==> config.mk <==
export PLATFORM = sky130hd
export DESIGN_NAME = acumulador_4_bit
export DESIGN_NICKNAME = d
export VERILOG_FILES = /design/src/rtl/acumulador_4_bit.sv
export SDC_FILE = /design/constraint.sdc
export NUM_CORES = 1
export LEC_CHECK = 0
export ABC_CLOCK_PERIOD_IN_PS = 1800
export CORE_UTILIZATION = 30
export DETAILED_ROUTE_END_ITERATION = 8
export SLEW_MARGIN = 20
export SYNTH_ARGS = -nofsm -noshare
export SYNTH_HDL_FRONTEND = slang
export SYNTH_SLANG_ARGS = --single-unit
==> constraint.sdc <==
create_clock -name clk -period 1.8 [get_ports clk]
set_clock_uncertainty 0.15 [all_clocks]
set_input_delay 0.36 -clock clk [delete_from_list [all_inputs] [get_ports clk]]
set_output_delay 0.36 -clock clk [all_outputs]
set_load 0.02 [all_outputs]
==> src/rtl/acumulador_4_bit.sv <==
// Sequential operand feeder / result collector wrapped around a combinational WIDTH-bit adder.
// Accepts a job of len operands, accumulates modulo 2^WIDTH and reports a sticky carry flag.
module acumulador_4_bit #(
    parameter int unsigned WIDTH = 4,
    parameter int unsigned CNT_W = 4
) (
    input  logic             clk,
    input  logic             rst,
    input  logic             start,
    input  logic [CNT_W-1:0] len,
    input  logic [WIDTH-1:0] in_data,
    input  logic             in_valid,
    output logic             in_ready,
    output logic [WIDTH-1:0] add_a,
    output logic [WIDTH-1:0] add_b,
    output logic             add_cin,
    input  logic [WIDTH:0]   add_s,
    output logic [WIDTH-1:0] result,
    output logic             overflow,
    output logic [CNT_W-1:0] count,
    output logic             out_valid,
    input  logic             out_ready,
    output logic             busy
);

    typedef enum logic [1:0] {StIdle, StLoad, StAdd, StDone} state_t;

    state_t           state_q, state_d;
    logic [WIDTH-1:0] acc_q;
    logic [WIDTH-1:0] op_q;
    logic             ovf_q;
    logic [CNT_W-1:0] count_q;
    logic [CNT_W-1:0] remaining_q;
    logic             out_valid_q;

    always_ff @(posedge clk or posedge rst) begin
        if (rst) begin
            state_q <= StIdle;
        end else begin
            state_q <= state_d;
        end
    end

    always_comb begin
        state_d = state_q;
        unique case (state_q)
            StIdle: begin
                if (start) begin
                    state_d = (len == '0) ? StDone : StLoad;
                end
            end
            StLoad: begin
                if (in_valid) begin
                    state_d = StAdd;
                end
            end
            StAdd: begin
                state_d = (remaining_q == CNT_W'(1)) ? StDone : StLoad;
            end
            StDone: begin
                // Only leave once the result has actually been offered.
                if (out_valid_q && out_ready) begin
                    state_d = StIdle;
                end
            end
            default: state_d = StIdle;
        endcase
    end

    always_ff @(posedge clk or posedge rst) begin
        if (rst) begin
            acc_q       <= '0;
            op_q        <= '0;
            ovf_q       <= 1'b0;
            count_q     <= '0;
            remaining_q <= '0;
            out_valid_q <= 1'b0;
        end else begin
            unique case (state_q)
                StIdle: begin
                    if (start) begin
                        acc_q       <= '0;
                        op_q        <= '0;
                        ovf_q       <= 1'b0;
                        count_q     <= '0;
                        remaining_q <= len;
                    end
                end
                StLoad: begin
                    if (in_valid) begin
                        op_q    <= in_data;
                        count_q <= count_q + CNT_W'(1);
                    end
                end
                StAdd: begin
                    // Carry is never fed back; it only sets the sticky flag.
                    acc_q       <= add_s[WIDTH-1:0];
                    ovf_q       <= ovf_q | add_s[WIDTH];
                    remaining_q <= remaining_q - CNT_W'(1);
                end
                default: ;
            endcase

            if (state_q == StDone) begin
                out_valid_q <= !(out_valid_q && out_ready);
            end else begin
                out_valid_q <= 1'b0;
            end
        end
    end

    always_comb begin
        in_ready = (state_q == StLoad);
        busy     = (state_q != StIdle);
    end

    assign add_a     = acc_q;
    assign add_b     = op_q;
    assign add_cin   = 1'b0;
    assign result    = acc_q;
    assign overflow  = ovf_q;
    assign count     = count_q;
    assign out_valid = out_valid_q;

endmodule

Yosys cells after proc, flatten, opt, wreduce, memory -nomap -nowiden
Cells that the tools add are included.
- register bits: 20
- input bits: 18
- output and inout port bits: 21
- word-level logic and storage cells: 44
- add/sub/neg operators: 2
- eq/ne operators: 7
- muxes and demuxes: 17
- bitwise logic cells: 1
- reductions and logical operators: 10
- operators by type and width (operator ; count):
    4-bit case mux with 2 select lines ; 4
    4-bit two-way mux ; 4
    2-bit two-way mux ; 5
    2-bit case mux with 4 select lines ; 1
    3-bit AND reduction ; 2
    2-bit nonzero test ; 3
    4-bit by 1-bit adder with 4-bit output, second input constant ; 1
    2-bit == test, second input constant ; 2
    4-bit by 1-bit == test with 1-bit output, second input constant ; 1
    4-bit logical NOT ; 1
    2-bit inequality test, second input constant ; 2
    4-bit by 1-bit subtractor with 4-bit output, second input constant ; 1
    2-bit by 1-bit == test with 1-bit output, second input constant ; 1
    2-bit logical NOT ; 1
    1-bit two-way mux ; 2
    2-bit by 1-bit inequality test with 1-bit output, second input constant ; 1
    1-bit case mux with 2 select lines ; 1
    2-bit AND reduction ; 1
    1-bit logical AND ; 1
    1-bit logical NOT ; 1
    1-bit OR ; 1

Logic depth before layout (Yosys ltp)
Gate-level depths: netlist (run 1).
- depth after elaboration: 4
- depth in mapped cells: 5
- gate-level depth less buffers: 5

Worst setup path after synthesis (run 1)
OpenSTA, ideal clock, no wires.
- path kind: register to register
- from: register remaining_q[0]
- to: register remaining_q[3]
- library setup time: 126 ps
- data arrival time: 1195 ps
- data required time: 1524 ps
- slack: 329 ps
- cell stages (with the launch flop): 4
- path buffers: 0
- period minus slack after synthesis: 1471 ps
- cells stage by stage: dfrtp_1 > nor3_2 > mux2_4 > a221o_1
- word-level cells in the longest chain between the ends: 2
- ends and longest elaborated chain (what ; RTL line ; text):
    start, declared ; 33 ; logic [CNT_W-1:0] remaining_q;
    start signal, assigned ; 86 ; remaining_q <= len;
    start signal, assigned ; 99 ; remaining_q <= remaining_q - CNT_W'(1);
    4-bit by 1-bit subtractor with 4-bit output ; 99 ;
    4-bit case mux with 2 select lines ; 79 ; unique case (state_q)
Every way passes these cells.
A chain may end at the register's enable or synchronous reset.

Worst setup path after layout (run 1)
- from: register state_q[1]
- to: output port busy
- word-level cells in the longest chain between the ends: 1
- ends and longest elaborated chain (what ; RTL line ; text):
    start, declared ; 28 ; state_t state_q, state_d;
    start signal, assigned ; 38 ; state_q <= StIdle;
    start signal, assigned ; 40 ; state_q <= state_d;
    2-bit nonzero test ; 114 ; busy = (state_q != StIdle);
    end, declared ; 23 ; output logic busy
Every way passes these cells.

==> out/results.ini, run 1 <==
[logic_synthesis]
syn_area_per_cell_sq_um=10.2
yosysTopAreaCell=dfrtp_1
syn_inst=105
ys_warn_count=0
synthTopCellsByArea=dfrtp_1, a22o_1, buf_4
synth_top_area_share_pct=46.8
synth_fp_nets=126
seq_area_frac_synth_pct=46.8
synth.distinct_cells=30
syn_area_sq_um=1070
ys_ff_latch=20

[route]
routedWlPerCell_um=12.9
viasPerCell=4.89
drc=0
antenna_left=0
first_pass_iters=4
wl_um=2460
drt-initial-drc-count=53
vias=934

[status]
status=completed

[place]
port_buffers=37
dp_cells=187
dp_hpwl_um=1870
placed_area_sq_um=1500
gp_congestion=0.817

[global_routing]
grt_antenna_before_repair=0
grt_pass1_vias=813
grt_pass1_wl_um=3730
gr-total-overflow=0
track_usage_pct=13.7
grt_max_degree=21

[clock_network]
worstSkewPairLatency_ns=0.30
cts_max_level=1
clock_path_buffers=2
cts_setup_buffers=0
cts_buffers=3
cts_tree=built
cts_root_buffer=clkbuf_4
cts_sinks=20
cts_hold_buf=0
clkTransAtPathRegs_ns=0.12

[run]
drv_cap=0

[setup_path]
critPathKind=flip-flop to primary output
cp-start-kind=flip-flop
path_max_fanout=5
r2r_cells=3
critPathCaptureType=primary output
arrival_ns=1.22
r2r-start=remaining_q[0]
required_ns=1.29
timing.rr.end=remaining_q[3]
rrSetupSlack_ns=0.26

[power_and_ir_drop]
cellPowerDensity_nw_per_um2=1750
ir_drop_mv=0.778
p_leak_nw=0.746

[floorplan]
rows=21
die_w_um=61.7
initial_core_util_pct=31.8
die_h_um=61.7
fp.dieArea_sq_um=3800
core_sq_um=3360
pin_count=39

[sta]
slew_violations=0
setup_viol=0
hold_violations=0
final.min_clock_period_ns=1.73
finalCritPeriodShare_pct=96.0
max_freq_mhz=579
rsz0062_at_grt=false
timing.setup.tns_ns=0

[cells_and_area]
layout-drive-gt1-share_pct=11.7
final_nets=167
area_delta_synth_final_pct=42.3
finalNonFillerCells=191
final_area_sq_um=1520
antenna_cells=0

[min_path]
holdCritPathClass=input port to async pin

-- per-stage QoR --
stage	setup WS (ns)	total power, mW	utilization [%]	hold WS (ns)
floorplan	0.329	1.85	-	0.174
global placement	0.0171	2.43	44.5	0.359
detailed placement	0.00894	2.47	44.5	0.365
CTS	0.0546	2.70	45.2	0.237
global route	0.0167	2.88	45.2	0.248
finish	0.0723	2.67	45.2	0.231
-- worst max-delay path: stages, from the launching register on --
cell,delay [ns]
dfrtp_1,0.44
or2_2,0.32
buf_2,0.16
-- final cells by class --
cell class                 instances  area, sq um
clock buffer                       3         22.5
clock inverter                     1         30.0
fill                             354         1840
inverter                           8         30.0
multi-input combinational         68          478
sequential                        20          500
tap                               46         57.6
timing repair buffer              45          402
-- sequential cells by signal, indices dropped and copies added (netlist names) --
name and cells:
add_a 4, add_b 4, count 4, remaining_q 4, state_q 2, out_valid 1
overflow 1
-- placed cells by master, fill, tap and decap left out, types with 3 or more instances in the layout --
cell and count:
clkbuf_4 3, o21ai_0 4, inv_1 8, dlygate4sd2_1 19
mux2i_1 3, a21oi_1 6, buf_4 8, nand2_1 5
nor2_1 8, clkdlybuf4s50_1 17, ha_1 3, a22o_1 15
dfrtp_1 20
-- synthesized netlist by cell type --
library cell and count:
a21oi_1 6, nor2_1 8, nand2_1 5, inv_1 8, a221o_1 1, o22ai_1 2, mux2_4 1, buf_2 3
o21bai_2 1, o31ai_1 1, a221oi_1 2, ha_1 3, o211ai_1 1, nand2b_1 2, o221ai_1 1, nor3_1 1
a22o_1 15, or2_2 1, dfrtp_1 20, a31oi_1 1, nor3_2 1, nand4_1 1, buf_4 6, mux2i_1 3
conb_1 1, nand3b_1 2, o21ai_0 4, nor2b_1 2, nand3_1 1, a22oi_1 1
-- kinds of logic (layout without fill, tap and decap cells) --
kind of cell	count (synthesis)	after routing	share of synthesized area (%)
buffers and inverters	17	57	8.43
flip-flops	20	20	46.8
multiplexers	4	4	4.22
AO/OA/AOI/OAI	36	36	25.3
other	1	1	0.351
AND/OR/NAND/NOR	24	24	11.4
adder cells (fa/ha/maj)	3	3	3.51
-- layer usage --
metal	vias to the layer above	track usage, %	part of all wire, %
met5	-	0	0
li1	460	-	-
met2	22	20.3	48
met3	2	5.04	4.3
met4	0	5.08	0.61
met1	450	18.3	47
-- worst max-delay path by stage --
stage	from	to	slack [ns]
after floorplan	remaining_q[0]	remaining_q[3]	0.33
after global placement	in_valid	add_b[1]	0.02
after detailed placement	in_valid	add_b[0]	0.009
after CTS	state_q[1]	busy	0.05
after global routing	state_q[1]	busy	0.02
final	state_q[1]	busy	0.07
-- report_power, final --
part	switching, mW	internal [mW]
combinational	0.789	0.662
sequential	0.187	0.661
clock	0.144	0.225
-- timing repair --
item	4_1_cts	5_1_grt
resized for setup	23	0
hold endpoints to repair	0	0
endpoints found under the setup margin	20	0
(Power assumes the default switching activity.)
==> inputs of run 2 (changes only) <==
--- a/config.mk
+++ b/config.mk
@@ -7,6 +7,7 @@
 export LEC_CHECK = 0
 export ABC_CLOCK_PERIOD_IN_PS = 1800
 export CORE_UTILIZATION = 30
+export CTS_CLUSTER_SIZE = 12
 export DETAILED_ROUTE_END_ITERATION = 8
 export SLEW_MARGIN = 20
 export SYNTH_ARGS = -nofsm -noshare
==> constraint.sdc (replaced) <==
create_clock -name clk -period 1.8 [get_ports clk]
set_clock_uncertainty 0.15 [all_clocks]
set_input_delay 0.36 -clock clk [delete_from_list [all_inputs] [get_ports clk]]
set_output_delay 0.36 -clock clk [all_outputs]
set_load 0.1 [all_outputs]
==> out/results.ini, run 2 (synthesized netlist as in run 1, its figures left out) <==
[status]
status=completed

[sta]
slew_violations=0  ; unchanged
max_freq_mhz=586  ; +1.2%
worst_slack_ns=0.0932  ; +0.0208 ns
hold_violations=0  ; unchanged
rsz0062_at_grt=false
finalCritPeriodShare_pct=94.8  ; -1.2 points
setup_viol=0  ; unchanged
final.min_clock_period_ns=1.71  ; -0.0208 ns

[floorplan]
initial_core_util_pct=31.8  ; unchanged
core_sq_um=3360  ; unchanged
pin_count=39  ; unchanged
die_h_um=61.7  ; unchanged
rows=21  ; unchanged
fp.dieArea_sq_um=3800  ; unchanged
die_w_um=61.7  ; unchanged

[global_routing]
gr-total-overflow=0  ; unchanged
track_usage_pct=15.3  ; +1.6 points
grt_pass1_vias=895  ; +10%
grt_pass1_wl_um=4240  ; +14%
grt_max_degree=21  ; unchanged
grt_antenna_before_repair=0  ; unchanged

[route]
drc=0  ; unchanged
vias=982  ; +5.1%
first_pass_iters=4  ; unchanged
antenna_left=0  ; unchanged
wl_um=2590  ; +5.4%
viasPerCell=5.09  ; +4.0%
drt-initial-drc-count=36  ; -32%
routedWlPerCell_um=13.4  ; +4.3%

[setup_path]
path_max_fanout=2  ; -3
critPathCaptureType=primary output
crit_path_end=in_ready
cp-start-kind=flip-flop
rrSetupSlack_ns=0.14  ; -0.12 ns
arrival_ns=1.20  ; -0.02 ns
r2r-start=state_q[1]
r2r_cells=6  ; +3
cp-startpoint=state_q[1]
critPathKind=flip-flop to primary output
timing.rr.end=add_a[2]
required_ns=1.29  ; about the same

[cells_and_area]
seqCellArea_sq_um=509  ; +1.7%
layout-drive-gt1-share_pct=31.3  ; +20 points
area_delta_synth_final_pct=64.9
fillers=326  ; -7.9%
multi_input_area_sq_um=483  ; +1.0%
antenna_cells=0  ; unchanged
post-route-util_pct=52.4  ; +7.2 points
final_common_cell=buf_12
final_nets=169  ; +1.2%
finalNonFillerCells=193  ; +1.0%
most-common-layout-cells=buf_12, clkdlybuf4s50_1, a22o_1, dfrtp_1, buf_4

[clock_network]
cts_buffers=3  ; unchanged
cts_sinks=20  ; unchanged
worstSkewPairLatency_ns=0.30  ; about the same
clock_path_buffers=2  ; unchanged
clkTransAtPathRegs_ns=0.11  ; about the same
cts_root_buffer=clkbuf_4
cts_tree=built
cts_max_level=1  ; unchanged

[place]
pre_cts_ws_ns=0.00000966  ; -0.00893 ns
gp_congestion=0.879  ; +7.6%
port_buffers=37  ; unchanged
dp_cells=186  ; -0.53%
dp_hpwl_um=1910  ; +2.1%

[min_path]
holdCritPathClass=input port to async pin

[run]
drv_cap=0  ; unchanged

run 2: cell types whose count changed in the layout (fill, tap and decap cells not counted), moves of 2 or more:
cell,delta
dfrtp_1,-7
buf_4,+2
buf_12,+20
dlygate4sd2_1,-19
dfrtp_2,+7
run 2: what timing repair did:
item | 4_1_cts | 5_1_grt
endpoints found under the setup margin | 1 | 1
resized for setup | 1 | 1
hold buffers | 0 | 0
pin swaps | 0 | 0
buffers inserted | 2 | 1
run 2: area by class of cell:
cell class	count	share of cell area (%)
sequential	20	28.9
inverter	8	1.70
clock buffer	4	2.06
timing repair buffer	47	36.6
multi-input combinational	68	27.4
tap	46	3.27
run 2: worst max-delay path: stages (launching register included):
cell	delay (ns)
dfrtp_2	0.42
buf_4	0.14
nor2_2	0.14
buf_12	0.19
run 2: stage by stage:
step                      setup TNS (ns)  hold slack [ns]  instance area [sq um]
final                                  0            0.228                   1760
after global routing                   0            0.240                   1760
after CTS                              0            0.231                   1750
after detailed placement               0            0.420                   1700
after global placement                 0            0.407                   1700
after floorplan                  -0.0789            0.173                   1080
run 2: worst min path at each step:
| stage | startpoint | end | slack (ns) | depth (start not counted) |
|---|---|---|---|---|
| global placement | remaining_q[3] | remaining_q[3] | 0.41 | 1 |
| CTS | rst | remaining_q[2] | 0.23 | 3 |
| global route | rst | remaining_q[2] | 0.24 | 3 |
| detailed placement | remaining_q[3] | remaining_q[3] | 0.42 | 1 |
| finish | rst | remaining_q[2] | 0.23 | 3 |
| floorplan | rst | add_b[0] | 0.17 | 1 |
run 2: per-layer routing:
layer  GRT usage, %  part of all wire, %
met5              0                    0
met4           1.90                 0.50
met3           4.83                  6.6
met2           24.3                   47
met1           21.1                   46
Power of run 2 is left out: the tool's default activity adds up to more than one toggle a clock period on the data nets, which glitch-free logic cannot reach.
==> inputs of run 3 (changes only) <==
--- a/config.mk
+++ b/config.mk
@@ -5,7 +5,6 @@
 export SDC_FILE = /design/constraint.sdc
 export NUM_CORES = 1
 export LEC_CHECK = 0
-export ABC_CLOCK_PERIOD_IN_PS = 1800
 export CORE_UTILIZATION = 30
 export CTS_CLUSTER_SIZE = 12
 export DETAILED_ROUTE_END_ITERATION = 8
==> results of run 3 <==
Same layout as run 2: the final DEF is identical, and so are final timing and power.
Power of run 3 is left out for the same reason.
